**src/rtl/rr_mux_n.sv**
```systemverilog
// ---------------------------------------------------------------------------
// rr_mux_n
//
// Parametrised N-channel, W-bit multiplexer with valid/ready flow control and
// a single registered output stage. Channels are chosen either round-robin
// (mode=0) or by an explicit channel index (mode=1). The chosen word is held
// in the output register until the consumer takes it.
//
// Parameters
//   WIDTH     data width per channel in bits (>= 1)
//   CHANNELS  number of input channels (>= 2)
//   SEL_W     derived index width, $clog2(CHANNELS); do not override
//
// Ports
//   clk        system clock, all state updates on the rising edge
//   reset      synchronous active-high reset
//   mode       0 = round-robin arbitration, 1 = fixed select via sel
//   sel        channel index used when mode=1; out-of-range selects nothing
//   in_data    packed input words, channel k at [k*WIDTH +: WIDTH]
//   in_valid   per-channel valid
//   in_ready   per-channel ready, one-hot or zero
//   out_data   registered selected word
//   out_chan   registered index of the channel that supplied out_data
//   out_valid  output register holds a word
//   out_ready  consumer accepts out_data this cycle
// ---------------------------------------------------------------------------
module rr_mux_n #(
    parameter int WIDTH    = 64,
    parameter int CHANNELS = 4,
    parameter int SEL_W    = $clog2(CHANNELS)
) (
    input  logic                      clk,
    input  logic                      reset,
    input  logic                      mode,
    input  logic [SEL_W-1:0]          sel,
    input  logic [CHANNELS*WIDTH-1:0] in_data,
    input  logic [CHANNELS-1:0]       in_valid,
    output logic [CHANNELS-1:0]       in_ready,
    output logic [WIDTH-1:0]          out_data,
    output logic [SEL_W-1:0]          out_chan,
    output logic                      out_valid,
    input  logic                      out_ready
);

    // Index of the most recently granted channel; the round-robin search
    // begins one past it.
    logic [SEL_W-1:0] last;

    logic             rr_found;
    logic [SEL_W-1:0] rr_idx;
    int               rr_pos;

    logic             fix_found;
    logic [SEL_W-1:0] fix_idx;

    logic             grant_valid;
    logic [SEL_W-1:0] grant_idx;
    logic             load_en;
    logic             take;
    logic [WIDTH-1:0] grant_data;

    // Round-robin search: scan last+1, last+2, ... with wrap-around and stop
    // at the first valid channel. The scan covers all CHANNELS positions, so
    // the previously granted channel is considered last.
    always_comb begin
        rr_found = 1'b0;
        rr_idx   = '0;
        rr_pos   = 0;
        for (int i = 1; i <= CHANNELS; i++) begin
            rr_pos = int'(last) + i;
            if (rr_pos >= CHANNELS) begin
                rr_pos = rr_pos - CHANNELS;
            end
            if (!rr_found && in_valid[rr_pos]) begin
                rr_found = 1'b1;
                rr_idx   = SEL_W'(rr_pos);
            end
        end
    end

    // Fixed select: compare sel against every legal index rather than using
    // sel as an array index, so an out-of-range sel simply matches nothing.
    always_comb begin
        fix_found = 1'b0;
        fix_idx   = '0;
        for (int k = 0; k < CHANNELS; k++) begin
            if (sel == SEL_W'(k) && in_valid[k]) begin
                fix_found = 1'b1;
                fix_idx   = SEL_W'(k);
            end
        end
    end

    // The register may load when empty or when it drains this same cycle,
    // which is what gives back-to-back transfers with no bubble. Reset blocks
    // any transfer so no producer believes a word was accepted.
    always_comb begin
        grant_valid = mode ? fix_found : rr_found;
        grant_idx   = mode ? fix_idx   : rr_idx;
        load_en     = !out_valid || out_ready;
        take        = grant_valid && load_en && !reset;
    end

    // One-hot ready towards the producers and the matching data word.
    always_comb begin
        in_ready   = '0;
        grant_data = '0;
        for (int k = 0; k < CHANNELS; k++) begin
            if (grant_idx == SEL_W'(k)) begin
                in_ready[k] = take;
                grant_data  = in_data[k*WIDTH +: WIDTH];
            end
        end
    end

    // Output register and round-robin pointer. A load has priority over a
    // drain so that a simultaneous in/out transfer keeps out_valid high.
    // On a plain drain only out_valid falls; data and channel hold.
    always_ff @(posedge clk) begin
        if (reset) begin
            out_valid <= 1'b0;
            out_data  <= '0;
            out_chan  <= '0;
            last      <= SEL_W'(CHANNELS - 1);
        end else if (take) begin
            out_valid <= 1'b1;
            out_data  <= grant_data;
            out_chan  <= grant_idx;
            last      <= grant_idx;
        end else if (out_ready) begin
            out_valid <= 1'b0;
        end
    end

endmodule

```
**config.mk**
```make
export PLATFORM = sky130hd
export DESIGN_NAME = rr_mux_n
export DESIGN_NICKNAME = d
export VERILOG_FILES = /design/src/rtl/rr_mux_n.sv
export SDC_FILE = /design/constraint.sdc
export NUM_CORES = 1
export LEC_CHECK = 0
export BUFFER_PORTS_ARGS = -buffer_cell sky130_fd_sc_hd__buf_2
export CAP_MARGIN = 25
export CORE_AREA = 5 5 127 129
export DETAILED_ROUTE_END_ITERATION = 16
export DIE_AREA = 0 0 132 134
export PLACE_DENSITY = 0.6
export SLEW_MARGIN = 10
export SYNTH_ARGS = -nofsm -noshare
export SYNTH_HDL_FRONTEND = slang
export SYNTH_SLANG_ARGS = --single-unit
export TNS_END_PERCENT = 5
```
**constraint.sdc**
```tcl
create_clock -name clk -period 3.6 [get_ports clk]
set_input_delay 0.18 -clock clk [delete_from_list [all_inputs] [get_ports clk]]
set_output_delay 0.18 -clock clk [all_outputs]
set_load 0.02 [all_outputs]
```
Word level (Yosys, flattened, before mapping)

Index checks and enable logic that the tools add are counted.

Flip-flop bits (word level): 69
Input bits: 266
Word-level logic and storage cells: 87
Output and inout port bits: 71

Equality and inequality tests: 6
Mux-type cells: 43
Order comparisons: 8
Add/sub/neg operators: 8
Reductions and logical operators: 18

Operators with widths:

| kind                                                                                 | number |
|---|---|
| 64-bit two-way mux                                                                   | 4 |
| 32-bit by 4-bit less-than comparator with 1-bit output (second input constant)       | 4 |
| 32-bit two-way mux                                                                   | 4 |
| 1-bit two-way mux                                                                    | 24 |
| 2-bit two-way mux                                                                    | 7 |
| 3-bit by 3-bit subtractor with 4-bit output (second input constant)                  | 3 |
| 3-bit greater-or-equal comparator (second input constant)                            | 3 |
| 1-bit logical AND                                                                    | 9 |
| 1-bit binary-select mux with 2-bit select                                            | 4 |
| 2-bit equality test (second input constant)                                          | 4 |
| 2-bit by 2-bit adder with 3-bit output (second input constant)                       | 2 |
| 1-bit zero test                                                                      | 5 |
| 4-bit by 3-bit subtractor with 5-bit output (second input constant)                  | 1 |
| 2-bit by 3-bit adder with 4-bit output (second input constant)                       | 1 |
| 2-bit by 1-bit equality test with 1-bit output (second input constant)               | 2 |
| 4-bit by 3-bit greater-or-equal comparator with 1-bit output (second input constant) | 1 |
| 2-bit zero test                                                                      | 2 |
| 2-bit by 1-bit adder with 3-bit output (second input constant)                       | 1 |
| 2-bit nonzero test                                                                   | 1 |
| 1-bit logical OR                                                                     | 1 |

Longest topological paths before layout

Gate-level depths: netlist of the first run.

Depth after elaboration: 22
Mapped depth: 10
Gate-level depth less buffers: 6

Worst setup path before layout of the first run

Ideal clock, no wire load.

Path kind: register to output
Start: register last[1]
End: output port in_ready[0]
Path buffers: 3
Arrival: 2052 ps
Required time: 3420 ps
Cell stages (with the launch flop): 9
Slack: 1368 ps
Cells stage by stage: dfxtp_1 nand2b_1 a21o_1 a21oi_1 o31ai_1 buf_4 buf_8 buf_4 nor4_1

Longest elaborated chain between the ends: 20
Elaborated cells on any way between the ends: 48

RTL lines:

| element                                                                                          | RTL line | text |
|---|---|---|
| start, declared                                                                                  | 47       | `logic [SEL_W-1:0] last;` |
| start signal, assigned                                                                           | 124      | `last <= SEL_W'(CHANNELS - 1);` |
| start signal, assigned                                                                           | 129      | `last <= grant_idx;` |
| 2-bit by 1-bit adder with 3-bit output                                                           | 70       | `rr_pos = int'(last) + i;` |
| 3-bit by 3-bit subtractor with 4-bit output or 3-bit greater-or-equal comparator (tied branches) | 72, 71   |  |
| 32-bit two-way mux                                                                               | 71       | `if (rr_pos >= CHANNELS) begin` |
| 1-bit binary-select mux with 2-bit select                                                        | 74       | `if (!rr_found && in_valid[rr_pos]) begin` |
| 1-bit two-way mux (not written as such) (2 in series)                                            | 74       |  |
| 1-bit two-way mux                                                                                | 74       |  |
| 1-bit zero test                                                                                  | 74       |  |
| 1-bit logical AND                                                                                | 74       |  |
| [2 not listed]                                                                                   | n/a      |  |
| 1-bit logical AND                                                                                | 74       |  |
| 1-bit two-way mux                                                                                | 74       |  |
| 1-bit zero test                                                                                  | 74       |  |
| 1-bit logical AND                                                                                | 74       |  |
| 1-bit two-way mux                                                                                | 74       |  |
| 1-bit two-way mux                                                                                | 98       | `grant_valid = mode ? fix_found : rr_found;` |
| 1-bit logical AND (2 in series)                                                                  | 101      | `take = grant_valid && load_en && !reset;` |
| 1-bit two-way mux *                                                                              | 109      | `if (grant_idx == SEL_W'(k)) begin` |
| end, declared                                                                                    | 38       | `output logic [CHANNELS-1:0] in_ready,` |

Mark *: on every way between the ends. The rest lies on a longest branch, timed or not. The select of a mux whose other input is x is not followed.

Worst setup path after layout of the first run

Start: register last[1]
End: output port in_ready[2]

Same word-level chain as after synthesis.

==> metrics.md, run 1 <==
| Metric | Value |
|---|---|
| Post-CTS Setup Bufs | 0 |
| Slowest stage delay, CP | 0.59 ns |
| Port-buffer cells | 336 |
| #FFs+latches synth | 69 |
| CTS Buffer Depth | 2 |
| Met2 GRT Util | 0.2788 |
| Crit Path Max Fanout | 32 |
| Tot Pwr | 2.845 mW |
| Slowest-stage cell, CP | and2_4 |
| Gr ovfl total | 0 |
| Final WS setup | 0.8264 ns |
| Slew Viols, Final | 0 |
| Total GRT Usage | 0.1579 |
| Clock skew | 0.007997 ns |
| Hold/Removal Path Class | in -> reg |
| Vias per std cell | 4.973 |
| Placed Cells | 906 |
| Sequential area share after synthesis | 0.3020 |
| CTS Sinks | 69 |
| Final net count | 995 |
| Cts repair resizes | 0 |
| DR iter-0 viols | 88 |
| WP data required | 3.42 ns |
| Share of the synthesized area in the top cell type | 0.3020 |
| Synth top cells by count | mux2i_1, a21oi_1, dfxtp_1 |
| Fin util | 0.4417 |
| Cell area power density | 431.7 mW/mm^2 |
| Diode count | 0 |
| Arrival time worst endpoint | 2.59 ns |
| CTS Buf Count | 9 |
| Synthesis-to-finish area growth | 44.06% |
| Die ar. | 0.01769 sq mm |
| Met3 Track Usage GR | 0.05926 |
| Detailed Route WL | 14.93 mm |
| Status | complete, no violations |
| CTS root buf | clkbuf_16 |
| Static Leakage | 3.252 nW |
| Clk_lat worst skew | 0.33 ns |
| Io pins | 337 |
| Ys Warns | 0 |
| Placement Setup Slack | 1.087 ns |
| Initial antenna violation count | 0 |
| Slew HR | 0.4927 |
| Syn Inst Count | 418 |
| Synth area leaders | dfxtp_1, mux2i_1, a221oi_2, a21oi_1, buf_6 |
| Post-DP HPWL | 11.70 mm |
| Delay-heaviest family, CP | simple AND/OR/NAND/NOR gates |
| Post-CTS Hold Fix Bufs | 0 |
| Unrepaired setup endpoints after global routing | no |
| Rows | 45 |
| Reg clk slew, reported paths | 0.06 ns |
| Slew @ Worst Pin | 0.7610 ns |
| Max-cap violations | 0 |
| Initial core utilization | 0.3066 |
| Clock tree from TritonCTS | done |
| Final Hold Viols | 0 |
| M1 GR Usage | 0.1778 |
| Synth Flop Type | dfxtp_1 |
| Area of the multi-input gates | 0.002890 sq mm |
| Initial DRT Pass Iterations | 4 |
| Synth Area per Inst | 10.94 sq um |
| Fmax | 360.5 MHz |
| Distinct cells, synth | 34 |
| Largest area contributor in the netlist | dfxtp_1 |
| Post-Syn Area | 0.004574 sq mm |
| CP Launch Type | flip-flop |
| Fill cells | 1522 |
| Area of the core | 0.01492 sq mm |
| Die X | 132 um |
| Final period utilization | 0.7705 |
| Routed Antenna Nets | 0 |
| Setup violations, final | 0 |
| Die Ht | 134 um |
| Drt drc | 0 |
| Critical path buffers and inverters | 1 |
| IR drop worst, VDD | 0.2500 mV |
| CP cell instances | nor3b_1, a21oi_1, o211a_1, o32ai_2, and2_4, and2b_1, buf_2 |
| Async set or reset register ratio after synthesis | 0 |
| GP Congestion | 0.7916 |
| Min Tclk post-route | 2.774 ns |
| Global-route wire length before repair | 23.36 mm |
| Proportion of layout cells with a drive suffix above 1 | 0.5872 |
| H-tree Lvls | 3 |
| Reg area | 0.001381 sq mm |
| Post-synth EDFFs | 0 |
| Final non-filler cell total | 922 |
| Pin count of the biggest net entering global routing | 70 |
| Vias in the first global route | 4750 |
| DR vias | 4585 |
| Crit end category | primary output |
| Total Neg Setup Slack | 0 ns |
| DR WL/cell | 16.19 um |
| Critical setup path kind | reg -> out |
| Syn nets | 684 |
| Layer with the highest usage | met2 |
| Most common cell in the netlist | mux2i_1 |
## flip-flops by register name (all words and copies together) (netlist names)
name and count:
out_valid 1, out_chan 2, last 2, out_data 64
## where the power goes
part	total, mW	internal (mW)	leakage [nW]	switching (mW)
clock	0.873	0.550	0.149	0.322
combinational	1.03	0.443	2.52	0.585
sequential	0.944	0.886	0.578	0.0584
## metal layers
metal,vias up,share of wire
li1,2288,-
met2,197,0.51
met4,0,0.014
met1,2087,0.38
met3,13,0.095
met5,-,0
## cells in the final DEF (no fill, tap or decap), drive strengths merged
| cell | count |
|---|---|
| o31ai | 1 |
| nor2b | 2 |
| a221oi | 64 |
| nand2 | 3 |
| mux2i | 130 |
| and2 | 2 |
| and3 | 1 |
| nor3 | 4 |
| o211a | 1 |
| nand2b | 3 |
| a21o | 1 |
| inv | 3 |
| o32ai | 1 |
| nand3b | 1 |
| o22ai | 1 |
| nand3 | 1 |
| o21ai | 2 |
| clkinv | 4 |
| nor3b | 2 |
| clkbuf | 11 |
| o41ai | 1 |
| nor4 | 2 |
| a211oi | 1 |
| buf | 344 |
| dfxtp | 69 |
| nor2 | 6 |
| mux2 | 1 |
| bufinv | 1 |
| o311a | 1 |
| a21oi | 69 |
| and2b | 1 |
## final timing paths
| path | startpoint | endpoint | slack [ns] | depth (start not counted) |
|---|---|---|---|---|
| worst min register to register | out_chan[1]$_SDFFE_PP0P_ | out_chan[1]$_SDFFE_PP0P_ | 0.49 | 2 |
| worst max-delay path | last[1]$_SDFFE_PP1P_ | in_ready[2] | 0.83 | 7 |
| worst min-delay path | reset | out_valid$_SDFFE_PP0P_ | 0.08 | 2 |
| worst max register to register | last[1]$_SDFFE_PP1P_ | out_data[26]$_SDFFE_PP0P_ | 1.11 | 7 |
## cell families (layout without fill, tap and decap cells)
family,Yosys count,count (layout),share of synthesized area
buffers and inverters,47,363,0.07221
AO/OA/AOI/OAI,143,143,0.3042
multiplexers,131,131,0.2869
AND/OR/NAND/NOR,28,28,0.03474
flip-flops,69,69,0.3020
## cell type report
type                       count  area share
multi-input combinational    302      0.4386
inverter                       3    0.001709
clock inverter                 5    0.007594
timing repair buffer         344      0.2700
sequential                    69      0.2096
tap                          188     0.03569
clock buffer                  11     0.03683
## metrics by stage
step | hold WS [ns] | area [sq um]
final | 0.08483 | 6590
after global routing | 0.07513 | 6590
after CTS | 0.06279 | 6590
after detailed placement | 0.4200 | 6297
after global placement | 0.4243 | 6297
after floorplan | 0.2491 | 4574
Power figures use the tool's default switching activity.
==> inputs of run 2 (changes only) <==
- CORE_AREA: 5 5 127 129 -> 5 5 128 130
- DIE_AREA: 0 0 132 134 -> 0 0 133 135
- PLACE_DENSITY: 0.6 -> 0.62
- clock period: 3.6 -> 2.3 ns (I/O delays scaled with it)
==> metrics.md, run 2 (synthesis gave the netlist of run 1 again) <==
| Metric | Value |
|---|---|
| DR iter-0 viols | 187 (was 88) |
| Min Tclk post-route | 2.179 ns |
| Slowest stage delay, CP | 0.41 ns (was 0.59 ns) |
| CTS Buffer Depth | 2 (unchanged) |
| Post-DP HPWL | 12.92 mm (was 11.70 mm) |
| DR vias | 4765 (was 4585) |
| Reg clk slew, reported paths | 0.06 ns (about the same) |
| Largest Register | out_data (unchanged) |
| WP data required | 2.50 ns (was 3.42 ns) |
| Proportion of layout cells with a drive suffix above 1 | 0.6092 (was 0.5872) |
| GP Congestion | 0.7755 (was 0.7916) |
| Hold/Removal Path Class | in -> reg (unchanged) |
| Rows | 45 (unchanged) |
| Slew HR | 0.5125 (was 0.4927) |
| Critical setup path kind | reg -> reg (was reg -> out) |
| Commonest non-fill, non-tap cell in the layout | buf_2 (unchanged) |
| CTS root buf | clkbuf_16 (unchanged) |
| Critical path buffers and inverters | 3 (was 1) |
| Placed Cells | 927 (was 906) |
| Status | complete, no violations (unchanged) |
| Slew Viols, Final | 0 (unchanged) |
| Worst r2r path cells | 9 (was 7) |
| Pin count of the biggest net entering global routing | 67 (was 70) |
| Initial core utilization | 0.3043 (was 0.3066) |
| M1 wire length | 6.778 mm (was 5.739 mm) |
| H-tree Lvls | 3 (unchanged) |
| Switching Power | 1.577 mW (was 966.0 uW) |
| Seq pwr share | 0.321 (was 0.332) |
| Port-buffer cells | 336 (unchanged) |
| Clk_lat worst skew | 0.33 ns (about the same) |
| Die Ht | 135 um (was 134 um) |
| Delay-heaviest family, CP | compound AO/OA/AOI/OAI gates (was simple AND/OR/NAND/NOR gates) |
| Fill cells | 1486 (was 1522) |
| Synthesis-to-finish area growth | 52.68% (was 44.06%) |
| Final non-filler cell total | 953 (was 922) |
| Max reg flops | 64 (unchanged) |
| Cell area power density | 664.0 mW/mm^2 (was 431.7 mW/mm^2) |
| Gr ovfl total | 0 (unchanged) |
| Static Leakage | 3.449 nW (was 3.252 nW) |
| Total GRT Usage | 0.1768 (was 0.1579) |
| Clock power share | 0.297 (was 0.307) |
| Final period utilization | 0.9473 |
| Clock skew | 0.009042 ns (was 0.007997 ns) |
| Io pins | 337 (unchanged) |
| Initial antenna violation count | 0 (unchanged) |
| Final Hold Slack | 0.08532 ns (was 0.08483 ns) |
| Hold depth | 3 (was 2) |
| Area of the multi-input gates | 0.002920 sq mm (was 0.002890 sq mm) |
| Slowest-stage cell, CP | dfxtp_2 (was and2_4) |
| CTS Buf Count | 9 (unchanged) |
| Placement Setup Slack | 0.1820 ns (was 1.087 ns) |
| Crit end category | flip-flop (was primary output) |
| Clock tree from TritonCTS | done (unchanged) |
| Routed Antenna Nets | 0 (unchanged) |
| Die X | 133 um (was 132 um) |
| Internal power | 3.061 mW (was 1.879 mW) |
| Vias in the first global route | 5111 (was 4750) |
| Area of the core | 0.01503 sq mm (was 0.01492 sq mm) |
| Final net count | 1026 (was 995) |
| CP Launch Type | flip-flop (unchanged) |
| DR WL/cell | 17.56 um (was 16.19 um) |
| Biggest regs | out_data x64, last x2, out_chan x2 (unchanged) |
| Diode count | 0 (unchanged) |
| Total Neg Setup Slack | 0 ns (unchanged) |
| Top routing layer in use | met4 (unchanged) |
| Detailed Route WL | 16.74 mm (was 14.93 mm) |
| Arrival time worst endpoint | 2.38 ns (was 2.59 ns) |
| Most frequent cells in the layout | buf_2, mux2i_1, a21oi_1 (was buf_2, mux2i_1, a21oi_1, dfxtp_1, a221oi_2) |
| Drt drc | 0 (unchanged) |
| Sw frac | 0.3400 (was 0.3395) |
| CP cell instances | nand2b_1, a21o_1, a21oi_1, o31ai_4, buf_4, buf_12, buf_12, mux2i_1, a221oi_2 (was nor3b_1, a21oi_1, o211a_1, o32ai_2, and2_4, and2b_1, buf_2) |
| Global-route wire length before repair | 25.76 mm (was 23.36 mm) |
| Critical path depth | 9 (was 7) |
| Final Hold Viols | 0 (unchanged) |
| Slew @ Worst Pin | 0.7312 ns (was 0.7610 ns) |
| Fmax | 458.9 MHz |
| Cell mode on critical path | buf_12 |
| Final WS setup | 0.1211 ns (was 0.8264 ns) |
| Die ar. | 0.01796 sq mm (was 0.01769 sq mm) |
| Setup violations, final | 0 (unchanged) |
| CTS Sinks | 69 (unchanged) |
| IR drop worst, VDD | 0.3943 mV (was 0.2500 mV) |
| Initial DRT Pass Iterations | 4 (unchanged) |
| Max-cap violations | 0 (unchanged) |
| Combinational share of power | 0.382 (was 0.362) |
| DR WL met2 | 8.503 mm (was 7.568 mm) |
| WL met3 | 1.269 mm (was 1.418 mm) |
| Crit Path Max Fanout | 19 (was 32) |
| Vias per std cell | 5.000 (was 4.973) |
| Reg area | 0.001384 sq mm (was 0.001381 sq mm) |
[run 2: changes by cell type in the layout (fill, tap and decap cells not counted), moves of 2 or more]
cell / delta
buf_4: +21
clkinv_2: -2
dfxtp_2: +2
nor3b_2: +2
dfxtp_1: -2
buf_12: +8
nor3b_1: -2
[run 2: worst reg2reg max path: cells and delay by family (launching register included)]
family / cells / cell delay (ns)
simple gates: 1 / 0.16
buf+inv: 3 / 0.57
mux: 1 / 0.30
compound gates: 4 / 0.60
flops: 1 / 0.41
[run 2: metal layers]
metal / track usage / vias up
met5: 0 / -
met4: 0.05196 / 0
met3: 0.04583 / 12
met2: 0.3143 / 188
met1: 0.2094 / 2217
li1: - / 2348
[run 2: power by group through the flow]
| stage | logic (mW) | registers (mW) | clock network, mW |
|---|---|---|---|
| finish | 1.77 | 1.49 | 1.38 |
| global route | 1.91 | 1.51 | 1.48 |
| detailed placement | 1.74 | 1.51 | 0 |
| global placement | 1.73 | 1.50 | 0 |
| CTS | 1.78 | 1.49 | 1.43 |
| floorplan | 0.862 | 1.73 | 0 |
[run 2: worst paths after layout]
| kind | start | endpoint | slack [ns] |
|---|---|---|---|
| min reg2reg | out_chan[1]$_SDFFE_PP0P_ | out_chan[1]$_SDFFE_PP0P_ | 0.50 |
| min | out_ready | out_valid$_SDFFE_PP0P_ | 0.09 |
| max | last[1]$_SDFFE_PP1P_ | out_data[28]$_SDFFE_PP0P_ | 0.12 |
| max reg2reg | last[1]$_SDFFE_PP1P_ | out_data[28]$_SDFFE_PP0P_ | 0.12 |
[run 2: what timing repair did]
item	CTS	global route
buffers inserted	4	4
pin swaps	3	3
endpoints found under the setup margin	2	37
hold buffers	1	0
resized for setup	3	4
gates cloned	1	0
hold endpoints to repair	3	0
[run 2: area by class of cell]
class,count,share of cell area
Clock buffer,12,0.03529
Timing Repair Buffer,375,0.3063
Multi-Input combinational cell,302,0.4181
Clock inverter,4,0.006808
Sequential cell,69,0.1981
Tap cell,188,0.03368
Inverter,3,0.001612
[run 2: metrics by stage]
stage / cell area (sq um) / power, mW / util
floorplan: 4574 / 2.590 / -
global placement: 6555 / 3.230 / 0.4360
detailed placement: 6555 / 3.245 / 0.4360
CTS: 6940 / 4.694 / 0.4617
global route: 6984 / 4.895 / 0.4646
finish: 6984 / 4.637 / 0.4646
==> inputs of run 3 (changes only) <==
- CELL_PAD_IN_SITES_DETAIL_PLACEMENT: unset -> 1
- CELL_PAD_IN_SITES_GLOBAL_PLACEMENT: unset -> 1
- CORE_AREA: 5 5 128 130 -> unset
- CORE_MARGIN: unset -> 5
- CORE_UTILIZATION: unset -> 26
- DIE_AREA: 0 0 133 135 -> unset
- PLACE_DENSITY: 0.62 -> 0.73
==> metrics.md, run 3 (synthesis gave the netlist of run 1 again) <==
| Metric | Value |
|---|---|
| Die X | 142.6 um (was 133 um) |
| Clk_lat worst skew | 0.33 ns (about the same) |
| Slowest stage delay, CP | 0.39 ns (was 0.41 ns) |
| Slew HR | 0.4785 (was 0.5125) |
| Clock skew | 0.005213 ns (was 0.009042 ns) |
| CTS Buffer Depth | 2 (unchanged) |
| DR WL/cell | 18.90 um (was 17.56 um) |
| Biggest regs | out_data x64, last x2, out_chan x2 (unchanged) |
| Post-DP HPWL | 14.34 mm (was 12.92 mm) |
| Die Ht | 142.6 um (was 135 um) |
| Detailed Route WL | 18.43 mm (was 16.74 mm) |
| Drt drc | 0 (unchanged) |
| Final WS setup | 0.1192 ns (was 0.1211 ns) |
| Critical setup path kind | reg -> out (was reg -> reg) |
| Synthesis-to-finish area growth | 51.91% (was 52.68%) |
| Io pins | 337 (unchanged) |
| CTS Buf Count | 9 (unchanged) |
| Vias per std cell | 4.908 (was 5.000) |
| Setup violations, final | 0 (unchanged) |
| Static Leakage | 3.368 nW (was 3.449 nW) |
| Unrepaired setup endpoints after global routing | yes |
| Fmax | 458.5 MHz (was 458.9 MHz) |
| IR drop worst, VDD | 0.2991 mV (was 0.3943 mV) |
| H-tree Lvls | 3 (unchanged) |
| Proportion of layout cells with a drive suffix above 1 | 0.6021 (was 0.6092) |
| Reg clk slew, reported paths | 0.06 ns (about the same) |
| Vias in the first global route | 5227 (was 5111) |
| Max reg flops | 64 (unchanged) |
| Initial core utilization | 0.2645 (was 0.3043) |
| Routed Antenna Nets | 0 (unchanged) |
| GP Congestion | 0.8191 (was 0.7755) |
| CTS Sinks | 69 (unchanged) |
| WP data required | 2.18 ns (was 2.50 ns) |
| Max-cap violations | 0 (unchanged) |
| Port-buffer cells | 336 (unchanged) |
| Initial antenna violation count | 1 (was 0) |
| Final net count | 1010 (was 1026) |
| Final period utilization | 0.9482 (was 0.9473) |
| CTS root buf | clkbuf_16 (unchanged) |
| CP cell instances | nand2b_1, a21o_1, a21oi_2, o31ai_4, buf_12, buf_4, and2_1, buf_2 (was nand2b_1, a21o_1, a21oi_1, o31ai_4, buf_4, buf_12, buf_12, mux2i_1, a221oi_2) |
| Commonest non-fill, non-tap cell in the layout | buf_2 (unchanged) |
| Crit end category | primary output (was flip-flop) |
| Final Hold Viols | 0 (unchanged) |
| Cell area power density | 688.1 mW/mm^2 (was 664.0 mW/mm^2) |
| Clock tree from TritonCTS | done (unchanged) |
| Min Tclk post-route | 2.181 ns (was 2.179 ns) |
| Slowest-stage cell, CP | dfxtp_4 (was dfxtp_2) |
| Status | complete, no violations (unchanged) |
| Area of the core | 0.01730 sq mm (was 0.01503 sq mm) |
| Slew @ Worst Pin | 0.7822 ns (was 0.7312 ns) |
| Die ar. | 0.02035 sq mm (was 0.01796 sq mm) |
| Slew Viols, Final | 0 (unchanged) |
| Most frequent cells in the layout | buf_2, mux2i_1, a21oi_1 (unchanged) |
| Crit Path Max Fanout | 11 (was 19) |
| Arrival time worst endpoint | 2.07 ns (was 2.38 ns) |
| Initial DRT Pass Iterations | 4 (unchanged) |
| DR iter-0 viols | 168 (was 187) |
| Gr ovfl total | 0 (unchanged) |
| Tot Pwr | 4.781 mW (was 4.637 mW) |
| Rows | 48 (was 45) |
| DR vias | 4785 (was 4765) |
| Total GRT Usage | 0.1697 (was 0.1768) |
| Largest Register | out_data (unchanged) |
| Hold/Removal Path Class | in -> reg (unchanged) |
| Pin count of the biggest net entering global routing | 67 (unchanged) |
| CP Launch Type | flip-flop (unchanged) |
| Global-route wire length before repair | 27.68 mm (was 25.76 mm) |
| Placement Setup Slack | 0.1352 ns (was 0.1820 ns) |
[run 3: final cells by class]
| cell class | count | area (sq um) |
|---|---|---|
| antenna | 1 | 2.502 |
| clock buffer | 11 | 252.7 |
| clock inverter | 5 | 82.58 |
| fill | 2069 | 10350 |
| inverter | 3 | 11.26 |
| multi-input combinational | 302 | 2918 |
| sequential | 69 | 1386 |
| tap | 225 | 281.5 |
| timing repair buffer | 359 | 2014 |
[run 3: timing repair]
action,4_1_cts,5_1_grt
setup endpoints to repair,3,3
setup buffers,0,2
hold buffers,1,0
pin swaps,0,3
hold endpoints to repair,1,0
gates resized for setup,2,7
gates cloned,0,1
[run 3: metrics by stage]
stage          cells  hold WS [ns]    util  area (sq um)   TNS [ns]
2_1_floorplan    418        0.1841       -          4574          0
3_3_place_gp     954        0.3569  0.3773          6526          0
3_5_place_dp     954        0.3549  0.3773          6526          0
4_1_cts          971       0.06144  0.3977          6879   -0.06222
5_1_grt          975       0.09441  0.4018          6949  -0.004465
6_report         975       0.07842  0.4018          6949          0
[run 3: final timing paths]
| path | startpoint | to | slack (ns) | cells past startpoint |
|---|---|---|---|---|
| worst max register to register | last[1]$_SDFFE_PP1P_ | out_data[25]$_SDFFE_PP0P_ | 0.14 | 9 |
| worst max-delay path | last[1]$_SDFFE_PP1P_ | in_ready[1] | 0.12 | 8 |
| worst min register to register | out_valid$_SDFFE_PP0P_ | out_valid$_SDFFE_PP0P_ | 0.50 | 2 |
| worst min-delay path | out_ready | out_valid$_SDFFE_PP0P_ | 0.08 | 3 |
[run 3: routing by layer]
metal  GRT usage  wire length (um)  vias to the layer above  share of wire
li1            -                 -                     2320              -
met1      0.1962              7087                     2240           0.38
met2      0.2990              9343                      199           0.51
met3     0.04956              1574                       26          0.085
met4     0.05803               419                        0          0.023
met5           0                 0                        -              0
[run 3: critical path: cells and delay by family, from the launching register on]
family | cells | cell delay [ns]
flip-flops | 1 | 0.39
AO/OA/AOI/OAI | 3 | 0.53
AND/OR/NAND/NOR | 2 | 0.26
buffers and inverters | 3 | 0.53
[run 3: where the power goes]
part,internal [mW],total (mW),switching (mW)
Combinational,0.772,1.74,0.971
Clock,1.01,1.56,0.547
Sequential,1.39,1.48,0.0964
